===== src/rtl/bp_miss_window_ctrl.sv =====
// Windowed branch/misprediction statistics controller.
// Counts resolved branches, mispredictions and elapsed cycles over a window
// closed by a branch-count or cycle-count limit, then hands a snapshot of the
// totals to a consumer over a valid/ready handshake.
module bp_miss_window_ctrl #(
    parameter int WIDTH      = 16,
    parameter int WINDOW     = 256,
    parameter int MAX_CYCLES = 65535
) (
    input  logic             clk_i,
    input  logic             rst_ni,
    input  logic             start_i,
    input  logic             stop_i,
    input  logic             continuous_i,
    input  logic             branch_i,
    input  logic             miss_i,
    output logic             report_valid_o,
    input  logic             report_ready_i,
    output logic [WIDTH-1:0] report_branches_o,
    output logic [WIDTH-1:0] report_misses_o,
    output logic [WIDTH-1:0] report_cycles_o,
    output logic             overrun_o,
    output logic             busy_o,
    output logic [1:0]       state_o
);

    typedef enum logic [1:0] {
        S_IDLE   = 2'd0,
        S_RUN    = 2'd1,
        S_REPORT = 2'd2
    } state_t;

    localparam logic [WIDTH-1:0] WIN_LIM = WIDTH'(WINDOW);
    localparam logic [WIDTH-1:0] CYC_LIM = WIDTH'(MAX_CYCLES);
    localparam logic [WIDTH-1:0] ZERO    = '0;

    state_t           state_q, state_d;
    logic [WIDTH-1:0] br_q, br_d, ms_q, ms_d, cyc_q, cyc_d;
    logic [WIDTH-1:0] rep_br_q, rep_br_d, rep_ms_q, rep_ms_d, rep_cyc_q, rep_cyc_d;
    logic             valid_q, valid_d;
    logic             ovr_q, ovr_d;

    // Counter values after one counting cycle. A window that already reached a
    // limit is frozen: it keeps its value so the pending snapshot stays exact.
    logic             frozen;
    logic [WIDTH-1:0] br_inc, ms_inc, cyc_inc;
    logic             end_hit;

    // Next-state, counter and report update logic; STOP overrides everything.
    always_comb begin
        state_d   = state_q;
        br_d      = br_q;
        ms_d      = ms_q;
        cyc_d     = cyc_q;
        rep_br_d  = rep_br_q;
        rep_ms_d  = rep_ms_q;
        rep_cyc_d = rep_cyc_q;
        valid_d   = valid_q;
        ovr_d     = ovr_q;

        frozen  = (br_q == WIN_LIM) || (cyc_q == CYC_LIM);
        br_inc  = frozen ? br_q  : br_q  + WIDTH'(branch_i);
        ms_inc  = frozen ? ms_q  : ms_q  + WIDTH'(branch_i & miss_i);
        cyc_inc = frozen ? cyc_q : cyc_q + WIDTH'(1'b1);
        end_hit = (br_inc == WIN_LIM) || (cyc_inc == CYC_LIM);

        unique case (state_q)
            S_IDLE: begin
                br_d  = ZERO;
                ms_d  = ZERO;
                cyc_d = ZERO;
                if (start_i) begin
                    state_d = S_RUN;
                    ovr_d   = 1'b0;
                end
            end
            S_RUN: begin
                if (end_hit) begin
                    rep_br_d  = br_inc;
                    rep_ms_d  = ms_inc;
                    rep_cyc_d = cyc_inc;
                    valid_d   = 1'b1;
                    br_d      = ZERO;
                    ms_d      = ZERO;
                    cyc_d     = ZERO;
                    state_d   = S_REPORT;
                end else begin
                    br_d  = br_inc;
                    ms_d  = ms_inc;
                    cyc_d = cyc_inc;
                end
            end
            S_REPORT: begin
                if (valid_q && report_ready_i) begin
                    // Accept wins over counting: live counters are retained.
                    valid_d = 1'b0;
                    if (continuous_i) begin
                        state_d = S_RUN;
                    end else begin
                        state_d = S_IDLE;
                        br_d    = ZERO;
                        ms_d    = ZERO;
                        cyc_d   = ZERO;
                    end
                end else if (continuous_i) begin
                    br_d  = br_inc;
                    ms_d  = ms_inc;
                    cyc_d = cyc_inc;
                    if (end_hit) begin
                        ovr_d = 1'b1;
                    end
                end else begin
                    br_d  = ZERO;
                    ms_d  = ZERO;
                    cyc_d = ZERO;
                end
            end
            default: begin
                state_d = S_IDLE;
            end
        endcase

        if (stop_i) begin
            state_d   = S_IDLE;
            br_d      = ZERO;
            ms_d      = ZERO;
            cyc_d     = ZERO;
            rep_br_d  = ZERO;
            rep_ms_d  = ZERO;
            rep_cyc_d = ZERO;
            valid_d   = 1'b0;
            ovr_d     = ovr_q;
        end
    end

    // State and datapath registers with synchronous active-low reset.
    always_ff @(posedge clk_i) begin
        if (!rst_ni) begin
            state_q   <= S_IDLE;
            br_q      <= '0;
            ms_q      <= '0;
            cyc_q     <= '0;
            rep_br_q  <= '0;
            rep_ms_q  <= '0;
            rep_cyc_q <= '0;
            valid_q   <= 1'b0;
            ovr_q     <= 1'b0;
        end else begin
            state_q   <= state_d;
            br_q      <= br_d;
            ms_q      <= ms_d;
            cyc_q     <= cyc_d;
            rep_br_q  <= rep_br_d;
            rep_ms_q  <= rep_ms_d;
            rep_cyc_q <= rep_cyc_d;
            valid_q   <= valid_d;
            ovr_q     <= ovr_d;
        end
    end

    assign report_valid_o    = valid_q;
    assign report_branches_o = rep_br_q;
    assign report_misses_o   = rep_ms_q;
    assign report_cycles_o   = rep_cyc_q;
    assign overrun_o         = ovr_q;
    assign busy_o            = (state_q != S_IDLE);
    assign state_o           = state_q;

endmodule


===== config.mk =====
export PLATFORM = sky130hd
export DESIGN_NAME = bp_miss_window_ctrl
export DESIGN_NICKNAME = d
export VERILOG_FILES = /design/src/rtl/bp_miss_window_ctrl.sv
export SDC_FILE = /design/constraint.sdc
export NUM_CORES = 1
export LEC_CHECK = 0
export BUFFER_PORTS_ARGS = -buffer_cell sky130_fd_sc_hd__buf_2
export CORE_MARGIN = 2
export CORE_UTILIZATION = 49
export CTS_CLUSTER_SIZE = 8
export DETAILED_ROUTE_END_ITERATION = 8
export PLACE_DENSITY = 0.69
export SETUP_SLACK_MARGIN = 0.3
export SLEW_MARGIN = 25
export SYNTH_ARGS = -nofsm -noshare
export SYNTH_HDL_FRONTEND = slang
export SYNTH_SLANG_ARGS = --single-unit

===== constraint.sdc =====
create_clock -name clk_i -period 4.63 [get_ports clk_i]
set_input_delay 0.6945 -clock clk_i [delete_from_list [all_inputs] [get_ports clk_i]]
set_output_delay 0.6945 -clock clk_i [all_outputs]
set_load 0.005 [all_outputs]

# After elaboration in Yosys (flattened, before gate mapping)
# Index checks and enable logic that the tools add are counted.
# classes
n_eq_ne,13
bitwise_logic,3
add_sub_neg,3
n_mux,28
reduce_logical,14
# ops
cell,count
two-way mux 16 bit,13
one-hot mux 16 bit (3 select lines),3
adder 16 x 1 -> 16 bit,2
== test 16 bit (second input constant),2
== test 16 x 9 -> 1 bit (second input constant),2
adder 16 x 1 -> 16 bit (second input constant),1
!= test 2 bit (second input constant),6
two-way mux 1 bit,6
two-way mux 2 bit,3
one-hot mux 2 bit (3 select lines),1
AND reduction 3 bit,2
AND reduction 6 bit,1
nonzero test 2 bit,3
one-hot mux 1 bit (2 select lines),2
AND reduction 2 bit,2
!= test 3 bit (second input constant),1
nonzero test 3 bit,1
== test 2 x 1 -> 1 bit (second input constant),1
== test 2 bit (second input constant),1
logical NOT 2 bit,1
logical OR 1 bit,2
inverter 1 bit,2
OR reduction 2 bit,1
bitwise AND 1 bit,1
logical AND 1 bit,1
# word_totals
register_bits,100
output_inout_bits,53

# Depth between registers and ports, before layout
# Gate-level depths: netlist of the first run.
# depth
ltp_word,9
depth_mapped,15

# Least setup slack after synthesis of the first run
# No wires, ideal clock.
# synth_timing
path_type,input -> register
start,input port branch_i
end,register cyc_q[0]
path_slack_ps,1106
path_buffers,1
t_required_ps,4509
stages,13
t_arrival_ps,3403
cell_sequence,ha_1 ha_1 and2_1 nor3_1 o21a_1 mux2i_1 or4_1 or4_4 o211ai_2 a21oi_2 and2_1 buf_2 mux2_2
# synth_between
elab_chain_len,6
# synth_rtl
item,line,text
from (decl),15,"input logic branch_i,"
adder 16 x 1 -> 16 bit,62,br_inc = frozen ? br_q : br_q + WIDTH'(branch_i);
two-way mux 16 bit,62,
== test 16 x 9 -> 1 bit,65,end_hit = (br_inc == WIN_LIM) || (cyc_inc == CYC_LIM);
logical OR 1 bit,65,
two-way mux 16 bit,78,if (end_hit) begin
one-hot mux 16 bit (3 select lines),67,unique case (state_q)
to (signal assigned),152,cyc_q <= cyc_d;
to (decl),38,"logic [WIDTH-1:0] br_q, br_d, ms_q, ms_d, cyc_q, cyc_d;"
# No other way between the ends.
# A chain may end at the register's enable or synchronous reset.

# Final worst setup path of the first run
# layout_timing
start,register cyc_q[3]
end,"register rep_cyc_q[15], in the netlist report_cycles_o[15]"
# layout_between
elab_chain_len,6
word_cells_on_any_way,9
cone_classes,add/sub: 1; eq/ne: 3; mux: 2; reduce/logical: 3
# layout_rtl
item,line,text
branches (longest 6 deep; another with adder 16 x 1 -> 16 bit),n/a,
to (signal assigned),155,rep_cyc_q <= rep_cyc_d;
to (decl),39,"logic [WIDTH-1:0] rep_br_q, rep_br_d, rep_ms_q, rep_ms_d, rep_cyc_q, rep_cyc_d;"
# Parallel ways; which one is timed is not known.

==> metrics, run 1 <==
Critical Path End Type=flip-flop; vias in the first global route=approximately 4700; final antenna-violating net count=0; EDFF count, synth=0; cell with the most instances after synthesis=dfxtp_1; antenna fix cells=0; maximum clock path buffer count=2; Final period util=between 80% and 90%; total number of yosys warnings=0; crit path time final=roughly 3.8 ns; DR DRC count=0; Placer Congestion=~0.98; Yosys top cell area share=36.20%; measured slew at the worst slew-check pin=between 0.8 and 0.9 ns; Synth area leader=dfxtp_1; share of cells above drive strength 1=between 10% and 20%; first-pass GRT wire length=~24 mm; HPWL after DPL=about 11 mm; total negative slack=0 ns; cells after synthesis=between 600 and 700; CTS resizes=0; post-synth net total=686; htree depth=3; # IOs=61; Clock transition at path regs=roughly 0.07 ns; VDD IR-drop max=0.2013 mV; DR pass1 iterations=5; Via density=between 6 and 7; Slew Limit Fails=0; post-CTS setup buffers=0; Netlist cell types=72; Die Wd=between 100 and 150 µm; Core Footprint=10940 µm²; Filler Cell Count=roughly 1000; Finished Cell Area=~6100 µm²; Synth top cells by count=dfxtp_1 (100), nor2_1 (88), nand2_1 (53); Peak Freq=about 260 MHz; Hold Violations, Final=0; Seq/Total Area, Yosys=between 30% and 40%; Die Footprint=12150 µm²; unrepaired setup endpoints after global routing=false; clk_lat worst skew=around 0.35 ns; clock skew=about 0.0077 ns; slowest CP cell=dfxtp_1; cell family with most CP delay=simple AND/OR/NAND/NOR gates; Avg Cell Area, Syn=between 8 and 9 µm²; DR WL/cell=17.71 µm; grt total ovfl=0; Seq cells post-synth=100; outcome=completed; setup violators final=0; hold_ws=between 0.4 and 0.5 ns; leakage=roughly 2.2 nW; Arr. time, crit path=4.06 ns; CTS tree=built; Critical Path Start Type=flip-flop; Rel. slew slack=between 40% and 50%; Die Y=roughly 110 µm; Post-DP Area=roughly 5900 µm²; CP Cell Sequence=nand3_1, nor4_4, o21ai_1, or4_1, a221oi_1, nand4_1, or2_1, a21boi_4, buf_12, nor2_1, a311oi_1; Hold Buf Count CTS=0; Power Density=269.8 nW/µm²; MaxCap Viol Count=0; GRT Util Overall=between 20% and 30%; CP required=4.88 ns; total chip power=~1.7 mW; Post-Syn Area=5530 µm²; post-synthesis async set-or-reset flop share=0%; type of the worst setup path=reg -> reg; Final #Nets=716; final wirelength=~15 mm; Initial Utilization=around half; # port buffers=60; top_reg_cell synth=dfxtp_1; CTS Buf Count=9; pin count of the biggest net entering global routing=62; FP Rows=38; CP Max Fanout=54; Sink Count=100; Worst Hold Class=reg -> reg; clock root buffer=clkbuf_16; synth top area cells=dfxtp_1 (36%), nor2_1 (6.0%), xnor2_1 (4.9%), a211oi_1 (4.6%), a31oi_1 (4.1%); initial antenna violation count=0; largest stage delay on the critical path=between 0.5 and 0.6 ns; via count=5109; synthesis-to-layout area growth=11.15%; DRC marker count from the first detailed-route iteration=roughly 400; Worst Path Buf+Inv=1
## metrics by stage
step           util [%]  setup WS, ns  std cells
4_1_cts           56.19        0.8557        844
6_report          56.21        0.8173        844
3_3_place_gp      53.55        0.6459        828
2_1_floorplan         -         1.106        669
5_1_grt           56.21        0.6357        844
3_5_place_dp      53.57        0.6285        828
## sequential cells by signal (all words and copies together) (netlist names)
register           cells
report_misses_o       16
br_q                  16
report_cycles_o       16
state_o                2
ms_q                  16
report_branches_o     16
report_valid_o         1
overrun_o              1
cyc_q                 16
## worst paths after layout
kind / from / endpoint / slack [ns] / cells after the start
max: cyc_q[3] / report_cycles_o[15] / 0.82 / 11
min: report_cycles_o[5] / report_cycles_o[5] / 0.49 / 2
max reg2reg: cyc_q[3] / report_cycles_o[15] / 0.82 / 11
min reg2reg: report_cycles_o[5] / report_cycles_o[5] / 0.49 / 2
## power breakdown
part	internal, mW	switching, mW
sequential	0.861	0.00130
clock	0.422	0.326
combinational	0.0159	0.0330
## final cells by class
| class | count | area [µm²] | share of cell area, % |
|---|---|---|---|
| Tap cell | 140 | 175.2 | 2.850 |
| Inverter | 10 | 37.54 | 0.6106 |
| Sequential cell | 100 | 2002 | 32.57 |
| Multi-Input combinational cell | 502 | 3188 | 51.86 |
| Timing Repair Buffer | 76 | 457.9 | 7.450 |
| Clock buffer | 13 | 240.2 | 3.908 |
| Clock inverter | 3 | 46.29 | 0.7531 |
## tightest hold or removal path, stage by stage (launching register included)
cell,delay [ns]
dfxtp_1,0.30
nor2_1,0.10
nor3_1,0.05
## layout by cell type, fill, tap and decap left out, types with 3 or more instances in the layout
master     count
o31ai_1        4
a21oi_1       34
a311oi_1       8
and4_1         5
nor4_1         4
a31oi_1       36
nand4_1        8
o21ai_0       19
nand3_1       26
inv_1         10
clkbuf_1       4
buf_4         13
a211oi_1      34
buf_12         3
clkbuf_16      9
dfxtp_1      100
nand3_2        3
a22oi_1       11
buf_2         60
nor3_1        10
xor2_1         8
or4_1          4
a22o_1         5
nor2_1        87
o21ai_1        3
and2_1         9
nand2b_1      11
xnor2_1       31
nand2_1       52
and3_1        16
mux2i_1       13
ha_1           9
## kinds of logic after synthesis
family / after synthesis / synth area share, %
AO/OA/AOI/OAI: 181 / 22.78
XOR/XNOR: 39 / 6.177
adder cells (fa/ha/maj): 9 / 2.036
buffers and inverters: 67 / 6.425
flip-flops: 100 / 36.20
multiplexers: 14 / 2.556
AND/OR/NAND/NOR: 259 / 23.82
## routing by layer
| layer | GRT usage [%] | vias to the layer above | routed length (µm) |
|---|---|---|---|
| met4 | 10.89 | 0 | 416 |
| met1 | 33.91 | 2405 | 6825 |
| li1 | - | 2495 | - |
| met2 | 40.05 | 174 | 6823 |
| met5 | 0 | - | 0 |
| met3 | 5.056 | 35 | 878 |
No activity file was read; power rests on OpenSTA's default activity.
==> run 2, diff against run 1 <==
PLACE_DENSITY = 0.71   (was 0.69)
clock period = 3.5 ns   (was 4.63 ns; I/O delays follow)
==> metrics, run 2 (synthesis gave the netlist of run 1 again) <==
maximum clock path buffer count=2 (unchanged); synthesis-to-layout area growth=28.17% (was 11.15%); htree depth=3 (unchanged); grt total ovfl=0 (unchanged); Via density=6.086 (was 6.053); DR DRC count=0 (unchanged); type of the worst setup path=reg -> reg (unchanged); CTS tree=built (unchanged); multi-input gate area in the final layout=3385 µm² (was 3188 µm²); leakage=2.684 nW (was 2.187 nW); Hold Buf Count CTS=0 (unchanged); slowest CP cell=or4_4 (was dfxtp_1); largest stage delay on the critical path=0.55 ns (about the same); Final #Nets=792 (was 716); Die Footprint=12150 µm² (unchanged); final antenna-violating net count=0 (unchanged); Worst Hold Class=in -> reg (was reg -> reg); CTS Buf Count=9 (unchanged); pin count of the biggest net entering global routing=62 (unchanged); clock skew=0.008978 ns (was 0.007663 ns); CP Cell Sequence=ha_4, and4_4, nand2_4, nor2_2, buf_6, or4_4, a22oi_2, nand4_1, or2_4, a21boi_4, buf_12, clkbuf_16, nor2_1, a211oi_1 (was nand3_1, nor4_4, o21ai_1, or4_1, a221oi_1, nand4_1, or2_1, a21boi_4, buf_12, nor2_1, a311oi_1); FP Rows=38 (unchanged); first-pass GRT wire length=25.97 mm (was 23.76 mm); R2R cell count=14 (was 11); CP Max Fanout=9 (was 54); Core Footprint=10940 µm² (unchanged); setup violators final=0 (unchanged); Final period util=93.21% (was 82.35%); Die Y=110.2 µm (unchanged); Layout Utilization=64.82% (was 56.21%); total negative slack=0 ns (unchanged); Filler Cell Count=948 (was 1025); via count=5599 (was 5109); share of cells above drive strength 1=30.90% (was 15.77%); most frequent cells in the layout=dfxtp_1 (88), nor2_1 (80), buf_4 (78), buf_2 (60), nand2_1 (51) (was dfxtp_1 (100), nor2_1 (87), buf_2 (60), nand2_1 (52), a31oi_1 (36)); Hold Path Stages=3 (was 2); CP required=3.76 ns (was 4.88 ns); Placer Congestion=0.9662 (was 0.9820); Peak Freq=306.5 MHz (was 262.3 MHz); HPWL after DPL=11.68 mm (was 10.56 mm); VDD IR-drop max=0.3410 mV (was 0.2013 mV); crit path time final=3.262 ns (was 3.813 ns); Rel. slew slack=54.00% (was 45.74%); Critical Path Start Type=flip-flop (unchanged); Die Wd=110.2 µm (unchanged); clk_lat worst skew=0.36 ns (was 0.35 ns); MaxCap Viol Count=0 (unchanged); Arr. time, crit path=3.52 ns (was 4.06 ns); outcome=completed (unchanged); initial antenna violation count=0 (unchanged); clock root buffer=clkbuf_16 (unchanged); Hold Violations, Final=0 (unchanged); # port buffers=60 (unchanged); commonest non-fill, non-tap cell in the layout=dfxtp_1 (unchanged); measured slew at the worst slew-check pin=0.6900 ns (was 0.8064 ns); # IOs=61 (unchanged); Sink Count=100 (unchanged); Initial Utilization=50.57% (unchanged); Power Density=317.6 nW/µm² (was 269.8 nW/µm²); Critical Path End Type=flip-flop (unchanged); DR WL/cell=18.42 µm (was 17.71 µm); register area=2019 µm² (was 2002 µm²); vias in the first global route=5153 (was 4673); GRT Util Overall=28.02% (was 25.45%); final wirelength=16.95 mm (was 14.94 mm); antenna fix cells=0 (unchanged); DRC marker count from the first detailed-route iteration=468 (was 401); DR pass1 iterations=5 (unchanged); Clock transition at path regs=0.07 ns (about the same); hold_ws=0.4323 ns (was 0.4939 ns); unrepaired setup endpoints after global routing=true (was false); Slew Limit Fails=0 (unchanged)
run 2: worst paths after layout:
check / slack (ns) / from / endpoint
setup / recovery: 0.24 / cyc_q[0] / report_misses_o[4]
hold / removal: 0.43 / rst_ni / overrun_o
setup reg to reg: 0.24 / cyc_q[0] / report_misses_o[4]
hold reg to reg: 0.49 / report_misses_o[1] / report_misses_o[1]
run 2: through the flow:
step	worst slack [ns]	cells	area, µm²	total power [mW]
6_report	0.2375	920	7088	2.251
3_3_place_gp	0.03512	885	6305	1.232
3_5_place_dp	0.01020	885	6305	1.235
2_1_floorplan	0.3184	669	5552	1.209
5_1_grt	0.1763	920	7088	2.306
4_1_cts	0.2987	908	6779	2.261
run 2: worst max-delay path, delay by kind of cell, from the launching register on:
family / cells / cell delay, ns
AOI/OAI and AO/OA: 3 / 0.68
DFF: 1 / 0.34
and+or+nand+nor: 7 / 1.48
buffers and inverters: 3 / 0.51
adders and majority gates: 1 / 0.16
run 2: cell type report:
type                    count  share of cell area, %
well taps                 140                  2.471
repair buffers            152                  16.47
inverters                  10                 0.5296
clock buffers              11                  3.425
clock inverters             5                 0.8650
multi-input cells         502                  47.75
flip-flops and latches    100                  28.49
run 2: repair_timing:
| action | CTS | global route |
|---|---|---|
| cloned | 2 | 3 |
| gates resized for setup | 21 | 44 |
| endpoints found under the setup margin | 87 | 99 |
| pin swaps | 3 | 17 |
| setup buffers | 5 | 9 |
run 2: where the power goes:
group          internal (mW)  switching, mW  total (mW)
Combinational         0.0248         0.0463      0.0711
Sequential              1.14        0.00185        1.14
Clock                  0.577          0.463        1.04
Total                   1.74          0.511        2.25
run 2: per-layer routing:
metal | routed length (µm) | track usage, %
met1 | 7428 | 35.99
met4 | 409 | 12.14
met3 | 961 | 4.350
met5 | 0 | 0
met2 | 8146 | 46.58
==> run 3, diff against run 2 <==
CELL_PAD_IN_SITES_DETAIL_PLACEMENT = 2   (was not set)
CELL_PAD_IN_SITES_GLOBAL_PLACEMENT = 2   (was not set)
CORE_UTILIZATION = 32   (was 49)
PLACE_DENSITY = not set   (was 0.71)
PLACE_DENSITY_LB_ADDON = 0.1   (was not set)
==> metrics, run 3 (synthesis gave the netlist of run 1 again) <==
Seq pwr share=50.1% (was 50.6%); Int Pwr=1.726 mW (was 1.740 mW); net switching fraction of the power=23.98% (was 22.72%); vias in the first global route=5968 (was 5153); Via density=5.622 (was 6.086); htree depth=3 (unchanged); Finished Cell Area=7682 µm² (was 7088 µm²); total chip power=2.271 mW (was 2.251 mW); commonest non-fill, non-tap cell in the layout=dfxtp_1 (unchanged); setup violators final=0 (unchanged); first-pass GRT wire length=34.11 mm (was 25.97 mm); CP required=3.77 ns (was 3.76 ns); hold_ws=0.4240 ns (was 0.4323 ns); Peak Freq=296.4 MHz (was 306.5 MHz); DR WL/cell=23.40 µm (was 18.42 µm); final wirelength=23.79 mm (was 16.95 mm); VDD IR-drop max=0.2307 mV (was 0.3410 mV); Post-DP Area=6484 µm² (was 6305 µm²); Final #Nets=804 (was 792); measured slew at the worst slew-check pin=0.7728 ns (was 0.6900 ns); CTS tree=built (unchanged); Power Density=295.6 nW/µm² (was 317.6 nW/µm²); maximum clock path buffer count=2 (unchanged); DR DRC count=0 (unchanged); clock skew=0.01316 ns (was 0.008978 ns); Worst Hold Class=in -> reg (unchanged); share of cells above drive strength 1=36.74% (was 30.90%); GRT Util Overall=24.28% (was 28.02%); clk_lat worst skew=0.38 ns (was 0.36 ns); Core Footprint=17120 µm² (was 10940 µm²); Die Y=135.5 µm (was 110.2 µm); Critical Path Start Type=flip-flop (unchanged); CTS Buf Count=9 (unchanged); Initial Utilization=32.31% (was 50.57%); synthesis-to-layout area growth=38.91% (was 28.17%); Inst Count DP=976 (was 885); unrepaired setup endpoints after global routing=true (unchanged); DRC marker count from the first detailed-route iteration=237 (was 468); Die Footprint=18350 µm² (was 12150 µm²); Clock transition at path regs=0.07 ns (about the same); via count=5718 (was 5599); Clock power frac=46.1% (was 46.2%); largest stage delay on the critical path=0.59 ns (was 0.55 ns); CP Max Fanout=7 (was 9); final antenna-violating net count=0 (unchanged); grt total ovfl=0 (unchanged); crit path time final=3.374 ns (was 3.262 ns); DR pass1 iterations=4 (was 5); most frequent cells in the layout=dfxtp_1 (89), nor2_1 (75), buf_4 (73), buf_2 (60), nand2_1 (48) (was dfxtp_1 (88), nor2_1 (80), buf_4 (78), buf_2 (60), nand2_1 (51)); # IOs=61 (unchanged); Filler Cell Count=1878 (was 948); Placer Congestion=0.9337 (was 0.9662); clock root buffer=clkbuf_16 (unchanged); type of the worst setup path=reg -> reg (unchanged); initial antenna violation count=0 (unchanged); outcome=completed (unchanged); Post-Route M1 WL=10.51 mm (was 7.428 mm); P_sw=0.5447 mW (was 0.5113 mW); # port buffers=60 (unchanged); combinational power share=3.8% (was 3.2%); Slew Limit Fails=0 (unchanged); Hold Buf Count CTS=0 (unchanged); met3 WL=733 µm (was 961 µm); Arr. time, crit path=3.64 ns (was 3.52 ns); slowest CP cell=or4_4 (unchanged); HPWL after DPL=15.37 mm (was 11.68 mm); Max Used Layer=met4 (unchanged); pin count of the biggest net entering global routing=62 (unchanged); Die Wd=135.5 µm (was 110.2 µm); Hold Violations, Final=0 (unchanged); Rel. slew slack=48.48% (was 54.00%); MaxCap Viol Count=0 (unchanged); cell repeated most along the worst path=buf_12; CP Cell Sequence=nor3_2, and4_4, and2_4, buf_4, a211oi_1, or4_1, or4_4, a21boi_4, buf_12, buf_12, buf_16, nor2_1, a211oi_2 (was ha_4, and4_4, nand2_4, nor2_2, buf_6, or4_4, a22oi_2, nand4_1, or2_4, a21boi_4, buf_12, clkbuf_16, nor2_1, a211oi_1); Final Non-Filler Cells=1017 (was 920); routed wl met2=12.29 mm (was 8.146 mm); total negative slack=0 ns (unchanged); Critical Path End Type=flip-flop (unchanged); leakage=2.851 nW (was 2.684 nW); antenna fix cells=0 (unchanged); Final period util=96.39% (was 93.21%); FP Rows=48 (was 38); Sink Count=100 (unchanged)
==> run 3: timing repair <==
item | CTS | global route
buffers inserted | 7 | 6
gates resized for setup | 32 | 107
pin swaps | 6 | 35
cloned | 3 | 9
endpoints found under the setup margin | 99 | 99
==> run 3: routing by layer <==
metal | track usage [%] | vias to the layer above
li1 | - | 2677
met1 | 30.79 | 2943
met2 | 43.82 | 78
met3 | 2.469 | 20
met4 | 6.597 | 0
met5 | 0 | -
==> run 3: path summary, 6_finish.rpt <==
| kind | from | to | slack (ns) | cells past startpoint |
|---|---|---|---|---|
| hold reg to reg | report_misses_o[15] | report_misses_o[15] | 0.49 | 2 |
| hold / removal | rst_ni | overrun_o | 0.42 | 3 |
| setup reg to reg | br_q[4] | report_misses_o[9] | 0.13 | 13 |
| setup / recovery | br_q[4] | report_misses_o[9] | 0.13 | 13 |
==> run 3: area by class of cell <==
class	instances	area [µm²]	share of cell area (%)
multi-input combinational	503	3660	47.64
clock buffer	13	240.2	3.127
tap	225	281.5	3.664
sequential	100	2021	26.30
clock inverter	3	47.55	0.6189
inverter	10	37.54	0.4886
timing repair buffer	163	1395	18.16
==> run 3: critical path: cells and delay by family, from the launching register on <==
family	cells	cell delay, ns
AND/OR/NAND/NOR	6	1.90
flip-flops	1	0.36
buffers and inverters	4	0.52
AO/OA/AOI/OAI	3	0.49
==> run 3: power by group through the flow <==
| stage | Combinational [mW] | Sequential (mW) | Clock, mW |
|---|---|---|---|
| floorplan | 0.0428 | 1.17 | 0 |
| global placement | 0.0735 | 1.17 | 0 |
| detailed placement | 0.0765 | 1.17 | 0 |
| CTS | 0.0794 | 1.14 | 1.06 |
| global route | 0.0931 | 1.14 | 1.11 |
| finish | 0.0862 | 1.14 | 1.05 |
==> run 3: stage by stage <==
stage	setup WS (ns)	util (%)
global route	-0.02698	44.88
finish	0.1265	44.88
global placement	-0.009587	37.88
floorplan	0.3184	-
CTS	0.1658	41.27
detailed placement	-0.1563	37.88
